## config.mk

```make
export PLATFORM = sky130hd
export DESIGN_NAME = hazard_forward_unit
export DESIGN_NICKNAME = d
export VERILOG_FILES = /design/src/rtl/hazard_forward_unit_pkg.sv /design/src/rtl/hazard_forward_unit_forward_select.sv /design/src/rtl/hazard_forward_unit.sv
export SDC_FILE = /design/constraint.sdc
export NUM_CORES = 1
export LEC_CHECK = 0
export CORE_UTILIZATION = 34
export CTS_BUF_LIST = sky130_fd_sc_hd__clkbuf_2 sky130_fd_sc_hd__clkbuf_4 sky130_fd_sc_hd__clkbuf_8
export DETAILED_ROUTE_END_ITERATION = 8
export GPL_ROUTABILITY_DRIVEN = 0
export GPL_TIMING_DRIVEN = 0
export PLACE_DENSITY_LB_ADDON = 0.25
export SLEW_MARGIN = 40
export SYNTH_ARGS = -nofsm -noshare
export SYNTH_HDL_FRONTEND = slang
export SYNTH_SLANG_ARGS = --single-unit
```

## constraint.sdc

```tcl
create_clock -name clk -period 3.1 [get_ports clk]
set_input_delay 0.93 -clock clk [delete_from_list [all_inputs] [get_ports clk]]
set_output_delay 0.93 -clock clk [all_outputs]
set_load 0.01 [all_outputs]
```

## src/rtl/hazard_forward_unit_pkg.sv

```systemverilog
// Shared types for the EX-stage hazard/forwarding unit: select encoding,
// scoreboard slot layouts and the register-hit helper.
package hazard_forward_unit_pkg;

    localparam int LEN_REG_ADDR = 4;
    localparam int LEN_FORW_SEL = 2;

    localparam logic [LEN_FORW_SEL-1:0] FORW_SEL_FROM_ID  = 2'd0;
    localparam logic [LEN_FORW_SEL-1:0] FORW_SEL_FROM_MEM = 2'd1;
    localparam logic [LEN_FORW_SEL-1:0] FORW_SEL_FROM_WB  = 2'd2;

`define HFU_EX_SLOT_W  16
`define HFU_MEM_SLOT_W 6
`define HFU_WB_SLOT_W  5

    typedef logic [LEN_REG_ADDR-1:0] reg_addr_t;

    typedef struct packed {
        reg_addr_t src1;
        reg_addr_t src2;
        logic      use1;
        logic      use2;
        reg_addr_t dest;
        logic      wb_en;
        logic      mem_read;
    } ex_slot_t;

    typedef struct packed {
        reg_addr_t dest;
        logic      wb_en;
        logic      mem_read;
    } mem_slot_t;

    typedef struct packed {
        reg_addr_t dest;
        logic      wb_en;
    } wb_slot_t;

    function automatic logic reg_hit(
        input logic      use_src,
        input reg_addr_t src,
        input reg_addr_t dest,
        input logic      wb_en
    );
        return use_src && wb_en && (src == dest);
    endfunction

endpackage

```

## src/rtl/hazard_forward_unit_forward_select.sv

```systemverilog
// Per-operand bypass mux select: the younger MEM write beats the older WB write.
// Only built when FORWARDING_EN is defined.
module forward_select
    import hazard_forward_unit_pkg::*;
#(
    parameter int REG_ADDR_W = LEN_REG_ADDR,
    parameter int FORW_W     = LEN_FORW_SEL
) (
    input  logic [REG_ADDR_W-1:0] ex_src_i,
    input  logic                  ex_use_i,
    input  logic [REG_ADDR_W-1:0] mem_dest_i,
    input  logic                  mem_wb_en_i,
    input  logic [REG_ADDR_W-1:0] wb_dest_i,
    input  logic                  wb_wb_en_i,
    output logic [FORW_W-1:0]     sel_o
);

    always_comb begin
        sel_o = FORW_W'(FORW_SEL_FROM_ID);
        if (ex_use_i && mem_wb_en_i && (mem_dest_i == ex_src_i)) begin
            sel_o = FORW_W'(FORW_SEL_FROM_MEM);
        end else if (ex_use_i && wb_wb_en_i && (wb_dest_i == ex_src_i)) begin
            sel_o = FORW_W'(FORW_SEL_FROM_WB);
        end
    end

endmodule

```

## src/rtl/hazard_forward_unit.sv

```systemverilog
// EX-stage hazard detection over an EX/MEM/WB scoreboard of in-flight writes.
// Define FORWARDING_EN to build the MEM/WB bypass; otherwise every RAW stalls.
module hazard_forward_unit
    import hazard_forward_unit_pkg::*;
#(
    parameter int REG_ADDR_W = LEN_REG_ADDR,
    parameter int FORW_W     = LEN_FORW_SEL
) (
    input  logic                  clk,
    input  logic                  rst,
    input  logic                  freeze,
    input  logic                  flush,
    input  logic                  id_valid,
    input  logic [REG_ADDR_W-1:0] id_src1,
    input  logic [REG_ADDR_W-1:0] id_src2,
    input  logic                  id_use_src1,
    input  logic                  id_use_src2,
    input  logic [REG_ADDR_W-1:0] id_dest,
    input  logic                  id_wb_en,
    input  logic                  id_mem_read,
    output logic                  hazard_stall,
    output logic [FORW_W-1:0]     forw_sel_op1,
    output logic [FORW_W-1:0]     forw_sel_op2
);

    ex_slot_t  ex_q, ex_d;
    mem_slot_t mem_q, mem_d;
    wb_slot_t  wb_q, wb_d;
    logic      hit_ex;
    logic      raw_stall;
    logic      unused_slot_bits;

    assign hit_ex = id_valid &&
        (reg_hit(id_use_src1, id_src1, ex_q.dest, ex_q.wb_en) ||
         reg_hit(id_use_src2, id_src2, ex_q.dest, ex_q.wb_en));

`ifdef FORWARDING_EN
    // ALU results bypass from MEM/WB; only a load in EX cannot be served yet.
    assign raw_stall = hit_ex && ex_q.mem_read;

    forward_select #(
        .REG_ADDR_W (REG_ADDR_W),
        .FORW_W     (FORW_W)
    ) u_fwd_op1 (
        .ex_src_i    (ex_q.src1),
        .ex_use_i    (ex_q.use1),
        .mem_dest_i  (mem_q.dest),
        .mem_wb_en_i (mem_q.wb_en),
        .wb_dest_i   (wb_q.dest),
        .wb_wb_en_i  (wb_q.wb_en),
        .sel_o       (forw_sel_op1)
    );

    forward_select #(
        .REG_ADDR_W (REG_ADDR_W),
        .FORW_W     (FORW_W)
    ) u_fwd_op2 (
        .ex_src_i    (ex_q.src2),
        .ex_use_i    (ex_q.use2),
        .mem_dest_i  (mem_q.dest),
        .mem_wb_en_i (mem_q.wb_en),
        .wb_dest_i   (wb_q.dest),
        .wb_wb_en_i  (wb_q.wb_en),
        .sel_o       (forw_sel_op2)
    );

    assign unused_slot_bits = mem_q.mem_read;
`else
    logic hit_mem;

    assign hit_mem = id_valid &&
        (reg_hit(id_use_src1, id_src1, mem_q.dest, mem_q.wb_en) ||
         reg_hit(id_use_src2, id_src2, mem_q.dest, mem_q.wb_en));

    assign raw_stall    = hit_ex || hit_mem;
    assign forw_sel_op1 = FORW_W'(FORW_SEL_FROM_ID);
    assign forw_sel_op2 = FORW_W'(FORW_SEL_FROM_ID);

    assign unused_slot_bits = ^{ex_q.src1, ex_q.src2, ex_q.use1,
                                ex_q.use2, mem_q.mem_read, wb_q};
`endif

    // A flushed ID instruction never issues, so it cannot stall anything.
    assign hazard_stall = raw_stall && !flush;

    always_comb begin
        ex_d = '0;
        if (id_valid && !raw_stall && !flush) begin
            ex_d.src1     = id_src1;
            ex_d.src2     = id_src2;
            ex_d.use1     = id_use_src1;
            ex_d.use2     = id_use_src2;
            ex_d.dest     = id_dest;
            ex_d.wb_en    = id_wb_en;
            ex_d.mem_read = id_mem_read;
        end
        mem_d.dest     = ex_q.dest;
        mem_d.wb_en    = ex_q.wb_en;
        mem_d.mem_read = ex_q.mem_read;
        wb_d.dest      = mem_q.dest;
        wb_d.wb_en     = mem_q.wb_en;
    end

    always_ff @(posedge clk) begin
        if (rst) begin
            ex_q  <= '0;
            mem_q <= '0;
            wb_q  <= '0;
        end else if (!freeze) begin
            ex_q  <= ex_d;
            mem_q <= mem_d;
            wb_q  <= wb_d;
        end
    end

endmodule

```

==> impl_metrics.toml, run 1 <==
[timing]
relSlewSlack = 0.662
final_hold_viol_count = 0
setup_slack_ns = 0.00525
fin_hold_ws_ns = 0.513
timing_max_transition_violations_final = 0
tightest_slew_ns = 0.507
setup-tns-final_ns = 0
finalSetupViolations = 0
skew_ns = 0.00401
finalCritPeriodShare = 0.998
finalCriticalPeriod_ns = 3.09
rsz0062_at_grt = "yes"
fmax_mhz = 323

[drt]
viasPerCell = 4.72
post-route-drc-count = 0
ant_nets = 0
routed-via-count = 595
finalWirelength_um = 1300
drt_iter0_markers = 7
wl_per_cell_um = 10.3
dr.pass1.iters = 4

[cts]
htreeDepth = 1
root_buffer = "clkbuf_4"
numClockSinks = 10
clkLatencyLatePin_ns = 0.26
cts_buffer_depth = 2
clk_pin_slew_ns = 0.05
cts_hold_buf = 0
cts_inserted_buffers = 3
cts_tree = "yes"

[placed_design]
pre_cts_slack_ns = -0.860
placed_cell_area_um2 = 872
port_buffers = 20
dp_hpwl_um = 1030

[layout]
n_antenna_cell = 0
area_growth_pct = 48.5
drive_gt1_frac = 0.248
fill_cells = 181
final_nets = 124
final_area_um2 = 935
post-route-util = 0.541

[floorplanning]
dieArea_um2 = 2030
die_y_um = 45.0
start_util = 0.364
std_cell_rows = 15
ios = 26
core-area_um2 = 1730
die_w_um = 45.0

[setup_path]
critical-path-top-delay-family = "simple AND/OR/NAND/NOR gates"
critPathLaunchType = "input pin"
cp.required_ns = 2.17
slowest_delay_ns = 0.52
cp_num_buf_inv = 2
worst-setup-path-type = "in2out"
worstPathCellList = "buf_8 -> a222oi_1 -> or4b_4 -> nand4_4 -> and2b_1 -> buf_2"
worstSetupEndpointType = "primary output"
critPathMaxFanout = 3
worstPathArrival_ns = 2.16
worst_path_max_delay_cell = "or4b_4"

[logic_synthesis]
syn-cell-area_um2 = 629
synthTopCellsByCount = "10 x dfxtp_1, 10 x xor2_1"
yosysTopAreaCellShare = 0.318
ys_warn_count = 0
synth_area_per_cell_um2 = 8.74
synth_flop_cell = "dfxtp_1"
async_flop_share = 0
yosys-top-cells-area = "dfxtp_1 32%, xor2_1 14%, mux2i_1 8.0%"
synthCells = 72
ys_seq_elements = 10
yosysSeqAreaShare = 0.318
synth.distinct_cells = 23
synth_edf_count = 0
synth_largest_area_cell = "dfxtp_1"

[grt]
grt_max_degree = 11
grt-ovfl-total = 0
grt_use_total = 0.154
grt_pass1_wl_um = 2170
grt_pass1_vias = 549
antenna_found_initial = 0

[hold_path]
worst_hold_path_type = "reg2reg"

[pwr]
seqPwrFrac = 0.487
ir_drop_v = 0.000175
p_leak_nw = 0.405
clockPowerShare = 0.300
internal-power_uw = 212
power_frac_comb = 0.213
sw_frac_of_total = 0.230
powerDensity_nw_per_um2 = 294
switchingPower_uw = 63.2

[flow_run]
max_cap_violations = 0

[status]
outcome = "complete, no violations"
==> power by group through the flow <==
stage / logic, mW / registers, mW / clock network, mW
detailed placement: 0.0570 / 0.137 / 0
floorplan: 0.0262 / 0.136 / 0
finish: 0.0587 / 0.134 / 0.0825
CTS: 0.0555 / 0.134 / 0.0857
global placement: 0.0562 / 0.137 / 0
global route: 0.0650 / 0.134 / 0.0932
==> timing repair <==
item                                    CTS  global route
pin swaps                                 7             2
gates resized for setup                  27             4
buffers inserted                          1             2
endpoints found under the setup margin    1             1
==> cell usage in the layout, fill, tap and decap left out, drive strengths merged <==
master         instances
inv                    3
o22ai                  1
nor3                   3
or4b                   6
buf                   11
nand2                  5
mux2i                  5
nor2b                  1
clkbuf                 5
nor2                   5
a222oi                 1
nand4                  4
and2b                  1
xor2                  10
clkdlybuf4s50         11
clkdlybuf4s15          1
conb                   4
dlygate4sd2            4
nand2b                 1
o21ai                  5
dfxtp                 10
o211ai                 1
xnor2                  3
==> final cells by class <==
type	count	area [um^2]	share of cell area
plain buffers	6	37.5	0.0402
clock buffers	3	22.5	0.0241
inverters	3	11.3	0.0120
multi-input cells	56	414	0.443
flip-flops and latches	10	200	0.214
well taps	25	31.3	0.0335
repair buffers	23	218	0.233
==> worst register-to-register path: stages (launching register included) <==
cell and delay (ns):
dfxtp_1 0.41, inv_2 0.05, a222oi_1 0.31, or4b_4 0.52, nand4_4 0.09, buf_4 0.13
o21ai_0 0.09
==> flip-flops by register name, indices dropped and copies added (netlist names) <==
register	count
ex_q	5
mem_q	5
==> path summary, 6_finish.rpt <==
path                         from              endpoint  slack (ns)  cells after the start
min          ex_q[1]$_SDFFE_PP0N_  ex_q[1]$_SDFFE_PP0N_        0.51                      2
max reg2reg  ex_q[3]$_SDFFE_PP0N_  ex_q[3]$_SDFFE_PP0N_        1.38                      6
max                    id_src2[2]          hazard_stall       0.005                      6
min reg2reg  ex_q[1]$_SDFFE_PP0N_  ex_q[1]$_SDFFE_PP0N_        0.51                      2
==> kinds of logic (layout without fill, tap and decap cells) <==
logic type	Yosys count	in the layout	share of synthesized area
AOI/OAI and AO/OA	8	8	0.0775
and+or+nand+nor	26	26	0.260
other	1	4	0.00596
DFF	10	10	0.318
muxes	5	5	0.0795
buffers and inverters	9	35	0.0775
xor gates and xnor gates	13	13	0.181
==> per-layer routing <==
metal,part of all wire,track usage
met1,0.41,0.166
met2,0.52,0.275
met3,0.047,0.0120
met4,0.028,0.121
met5,0,0
==> per-stage QoR <==
stage	power [mW]	std cells
2_1_floorplan	0.162	75
3_3_place_gp	0.193	120
3_5_place_dp	0.194	120
4_1_cts	0.275	124
5_1_grt	0.292	126
6_report	0.275	126
No activity file was read; power rests on OpenSTA's default activity.
==> inputs of run 2 (changes only) <==
--- a/config.mk
+++ b/config.mk
@@ -11,6 +11,7 @@
 export GPL_ROUTABILITY_DRIVEN = 0
 export GPL_TIMING_DRIVEN = 0
 export PLACE_DENSITY_LB_ADDON = 0.25
+export REMOVE_ABC_BUFFERS = 1
 export SLEW_MARGIN = 40
 export SYNTH_ARGS = -nofsm -noshare
 export SYNTH_HDL_FRONTEND = slang
==> run 2 against run 1 <==
Net effect:
- non-clock buffer count decreased by 8
- critical endpoint unchanged
- largest cell class unchanged
- flip-flop and latch count unchanged
- via count decreased by 5.2%
- largest power group unchanged
==> impl_metrics.toml, run 2 (synthesized netlist as in run 1, its figures left out) <==
[grt]
use_met1 = 0.165
antenna_found_initial = 0
grt_use_total = 0.147
grt_pass1_vias = 551
busiest_layer = "met2"
grt_max_degree = 12
grt_use_met2 = 0.255
grt_pass1_wl_um = 2170
grt-ovfl-total = 0
met3_usage = 0.0240

[timing]
finalCriticalPeriod_ns = 3.09
finalSetupViolations = 0
fmax_mhz = 324
final_hold_viol_count = 0
rsz0062_at_grt = "yes"
setup-tns-final_ns = 0
finalCritPeriodShare = 0.995
timing_max_transition_violations_final = 0
fin_hold_ws_ns = 0.503
setup_slack_ns = 0.0143
skew_ns = 0.00133

[status]
outcome = "complete, no violations"

[cts]
htreeDepth = 1
cts_inserted_buffers = 3
cts_hold_buf = 0
clk_pin_slew_ns = 0.06
clkLatencyLatePin_ns = 0.25
root_buffer = "clkbuf_4"
numClockSinks = 10
cts_tree = "yes"
cts_buffer_depth = 2

[layout]
final_cell_mix = "11 x clkdlybuf4s50_1, 10 x xor2_1, 10 x dfxtp_1"
seqCellArea_um2 = 200
multi_input_area_um2 = 409
final_nets = 116
area_growth_pct = 37.2
drive_gt1_frac = 0.204
fill_cells = 199
reg.largest.list = "ex_q: 5 flops, mem_q: 5 flops"
mostFrequentLayoutCell = "clkdlybuf4s50_1"
n_antenna_cell = 0

[floorplanning]
dieArea_um2 = 2030
start_util = 0.364
core-area_um2 = 1730
ios = 26
die_w_um = 45.0
die_y_um = 45.0
std_cell_rows = 15

[drt]
dr.pass1.iters = 4
wl_per_cell_um = 10.9
finalWirelength_um = 1280
ant_nets = 0
drt_iter0_markers = 3
post-route-drc-count = 0
routed-via-count = 564
viasPerCell = 4.78

[flow_run]
max_cap_violations = 0

[setup_path]
worstPathCellList = "buf_6 -> a222oi_1 -> or4b_4 -> nand4_4 -> and2b_1 -> buf_2"
cp.required_ns = 2.17
worstSetupEndpointType = "primary output"
worst-setup-path-type = "in2out"
worstPathArrival_ns = 2.16
critPathLaunchType = "input pin"
slowest_delay_ns = 0.52
critPathMaxFanout = 3
worst_path_max_delay_cell = "or4b_4"

[hold_path]
worst_hold_path_type = "reg2reg"

[pwr]
ir_drop_v = 0.000182
sw_frac_of_total = 0.232
powerDensity_nw_per_um2 = 309
power_frac_comb = 0.187
p_leak_nw = 0.364
switchingPower_uw = 61.8
seqPwrFrac = 0.502
clockPowerShare = 0.310
internal-power_uw = 205

[placed_design]
pre_cts_slack_ns = -0.874
dp_hpwl_um = 988
port_buffers = 20
-- run 2: per-stage QoR --
stage	total power [mW]	cells	cell area, um^2	util
floorplan	0.155	69	603	-
global placement	0.188	114	835	0.483
detailed placement	0.189	114	835	0.483
CTS	0.270	118	863	0.500
global route	0.282	118	863	0.500
finish	0.267	118	863	0.500
-- run 2: what timing repair did --
item                                    CTS  global route
pin swaps                                 7             0
buffers inserted                          1             0
endpoints found under the setup margin    1             1
gates resized for setup                  27             0
-- run 2: critical path: cells and delay by family --
kind                   cells  cell delay (ns)
buffers and inverters      2             0.22
and+or+nand+nor            3             0.73
AOI/OAI and AO/OA          1             0.28
-- run 2: worst paths after layout --
check / from / to / slack, ns / cells past startpoint
max reg2reg: ex_q[3]$_SDFFE_PP0N_ / ex_q[2]$_SDFFE_PP0N_ / 1.40 / 6
max: id_src2[1] / hazard_stall / 0.01 / 6
min: ex_q[1]$_SDFFE_PP0N_ / ex_q[1]$_SDFFE_PP0N_ / 0.50 / 2
min reg2reg: ex_q[1]$_SDFFE_PP0N_ / ex_q[1]$_SDFFE_PP0N_ / 0.50 / 2
-- run 2: area by class of cell --
type	instances	area share
well taps	25	0.0362
repair buffers	21	0.219
inverters	3	0.0130
clock buffers	3	0.0261
flip-flops and latches	10	0.232
multi-input cells	56	0.474
-- run 2: metal layers --
metal,share of wire,up-vias
met3,0.065,2
li1,-,288
met2,0.47,24
met5,0,-
met1,0.45,250
met4,0.016,0
-- run 2: power groups by stage --
stage                     clock network (mW)  logic [mW]  registers [mW]
after global routing                  0.0934      0.0550           0.134
after CTS                             0.0858      0.0505           0.134
after floorplan                            0      0.0193           0.136
after detailed placement                   0      0.0524           0.137
after global placement                     0      0.0517           0.137
final                                 0.0828      0.0499           0.134
==> inputs of run 3 (changes only) <==
--- a/config.mk
+++ b/config.mk
@@ -5,6 +5,7 @@
 export SDC_FILE = /design/constraint.sdc
 export NUM_CORES = 1
 export LEC_CHECK = 0
+export ABC_AREA = 1
 export CORE_UTILIZATION = 34
 export CTS_BUF_LIST = sky130_fd_sc_hd__clkbuf_2 sky130_fd_sc_hd__clkbuf_4 sky130_fd_sc_hd__clkbuf_8
 export DETAILED_ROUTE_END_ITERATION = 8
==> run 3 against run 2 <==
Net effect:
- synthesized cell count up 86%
- critical path depth is 4 higher
- first-iteration DRC count grew to 3.0 times the previous value
- clock skew fell by 0.00086 ns
- largest cell class unchanged
==> impl_metrics.toml, run 3 <==
[floorplanning]
core-area_um2 = 2020
dieArea_um2 = 2400
std_cell_rows = 16
die_w_um = 49.0
die_y_um = 49.0
start_util = 0.371
ios = 26

[placed_design]
placed_cell_area_um2 = 952
pre_cts_slack_ns = -0.497
dp_hpwl_um = 1340
port_buffers = 20

[status]
outcome = "complete, no violations"

[cts]
cts_inserted_buffers = 3
clk_pin_slew_ns = 0.06
post-cts-setup-buffer-count = 0
numClockSinks = 10
clkLatencyLatePin_ns = 0.25
cts_tree = "yes"
root_buffer = "clkbuf_4"
htreeDepth = 1
cts_buffer_depth = 2

[setup_path]
worst-setup-path-type = "in2out"
cp.required_ns = 2.17
worstSetupEndpointType = "primary output"
worstPathArrival_ns = 1.97
critPathMaxFanout = 6
critPathLaunchType = "input pin"

[layout]
mostFrequentLayoutCell = "nand2_1"
final_cell_mix = "42 x nand2_1, 21 x nor2_1, 19 x inv_1"
n_antenna_cell = 0
final_area_um2 = 995
reg.largest.list = "ex_q: 5 flops, mem_q: 5 flops"
drive_gt1_frac = 0.131
final_nets = 176
area_growth_pct = 32.5
fill_cells = 207

[drt]
wl_per_cell_um = 9.29
ant_nets = 0
dr.pass1.iters = 4
drt_iter0_markers = 9
post-route-drc-count = 0
finalWirelength_um = 1670
viasPerCell = 4.56
routed-via-count = 820

[timing]
finalSetupViolations = 0
fmax_mhz = 345
rsz0062_at_grt = "no"
finalCritPeriodShare = 0.936
finalCriticalPeriod_ns = 2.90
relSlewSlack = 0.612
tightest_slew_ns = 0.580
final_hold_viol_count = 0
skew_ns = 0.000471
timing_max_transition_violations_final = 0
setup_slack_ns = 0.200

[logic_synthesis]
synth_flop_cell = "dfxtp_1"
synthTopCellsByCount = "44 x nand2_1, 21 x nor2_1, 20 x inv_1"
synth_mux_area_frac = 0
synth_edf_count = 0
syn-cell-area_um2 = 751
synth_adder_area_share = 0
synth_top_family_by_area = "simple AND/OR/NAND/NOR gates"
synth_xor_area_frac = 0
ys_seq_elements = 10
synthCells = 134
yosysMostFrequentCell = "nand2_1"
yosysTopAreaCellShare = 0.267
synth_largest_area_cell = "dfxtp_1"
synth_area_per_cell_um2 = 5.60
synth-simple-area-share = 0.437
yosys-top-cells-area = "dfxtp_1 27%, nand2_1 22%, nor2_1 10%"
async_flop_share = 0
synth.distinct_cells = 17
ys_warn_count = 0
yosysSeqAreaShare = 0.267
synth-compound-area-share = 0.123

[grt]
antenna_found_initial = 0
grt_use_total = 0.154
grt_pass1_vias = 740
grt_max_degree = 19
grt_pass1_wl_um = 2840
grt-ovfl-total = 0

[pwr]
p_leak_nw = 0.498
powerDensity_nw_per_um2 = 287
ir_drop_v = 0.000143

[hold_path]
worst_hold_path_type = "reg2reg"

[flow_run]
max_cap_violations = 0
run 3: cell types whose count changed after synthesis, moves of 9 or more:
cell,before,now
inv_1,1,20
nand2_1,5,44
nor2_1,5,21
xor2_1,10,0
a21oi_1,0,9
nand3_1,0,9
run 3: what timing repair did:
| item | in CTS | in global routing |
|---|---|---|
| hold buffers | 0 | 0 |
| pin swaps | 3 | 2 |
| setup endpoints to repair | 1 | 1 |
| resized for setup | 13 | 9 |
run 3: per-stage QoR:
step	cells	utilization	power (mW)	setup TNS, ns	hold slack [ns]
after floorplan	130	-	0.172	0	0.451
after global placement	177	0.471	0.208	-0.467	0.475
after detailed placement	177	0.471	0.209	-0.497	0.487
after CTS	180	0.479	0.291	0	0.497
after global routing	180	0.492	0.309	0	0.531
final	180	0.492	0.285	0	0.491
run 3: final cells by class:
| type | count | area, um^2 | share of cell area |
|---|---|---|---|
| clock buffer | 3 | 22.5 | 0.0226 |
| inverter | 22 | 82.6 | 0.0830 |
| multi-input combinational | 98 | 462 | 0.464 |
| sequential | 10 | 200 | 0.201 |
| tap | 27 | 33.8 | 0.0340 |
| timing repair buffer | 20 | 194 | 0.195 |
run 3: path summary, 6_finish.rpt:
check	start	endpoint	slack, ns	cells past startpoint
worst max-delay path	id_src2[0]	hazard_stall	0.20	10
worst min register to register	mem_q[1]$_SDFFE_PP0N_	mem_q[1]$_SDFFE_PP0N_	0.49	2
worst min-delay path	mem_q[1]$_SDFFE_PP0N_	mem_q[1]$_SDFFE_PP0N_	0.49	2
worst max register to register	ex_q[4]$_SDFFE_PP0N_	ex_q[4]$_SDFFE_PP0N_	1.87	8
run 3: cell families (layout without fill, tap and decap cells):
kind of cell | after synthesis | count (layout)
compound gates | 15 | 15
buf+inv | 29 | 45
flops | 10 | 10
other cells | 1 | 4
simple gates | 79 | 79
run 3: report_power, final:
| part | internal (mW) | switching [mW] |
|---|---|---|
| combinational | 0.0314 | 0.0357 |
| clock | 0.0444 | 0.0365 |
| sequential | 0.133 | 0.00436 |
| total | 0.209 | 0.0765 |
run 3: critical path, cell delays in order:
cell and delay, ns:
dlygate4sd2_1 0.25, inv_1 0.07, nand2_1 0.06, nand2_1 0.06, nor2_1 0.13, nand3_2 0.09
nand2_2 0.08, nor2_4 0.06, nor3_2 0.09, buf_2 0.15
run 3: layer usage:
layer,vias to the layer above,part of all wire,global-route usage
li1,441,-,-
met1,347,0.44,0.168
met2,28,0.49,0.262
met3,4,0.053,0.0280
met4,0,0.019,0.123
met5,-,0,0
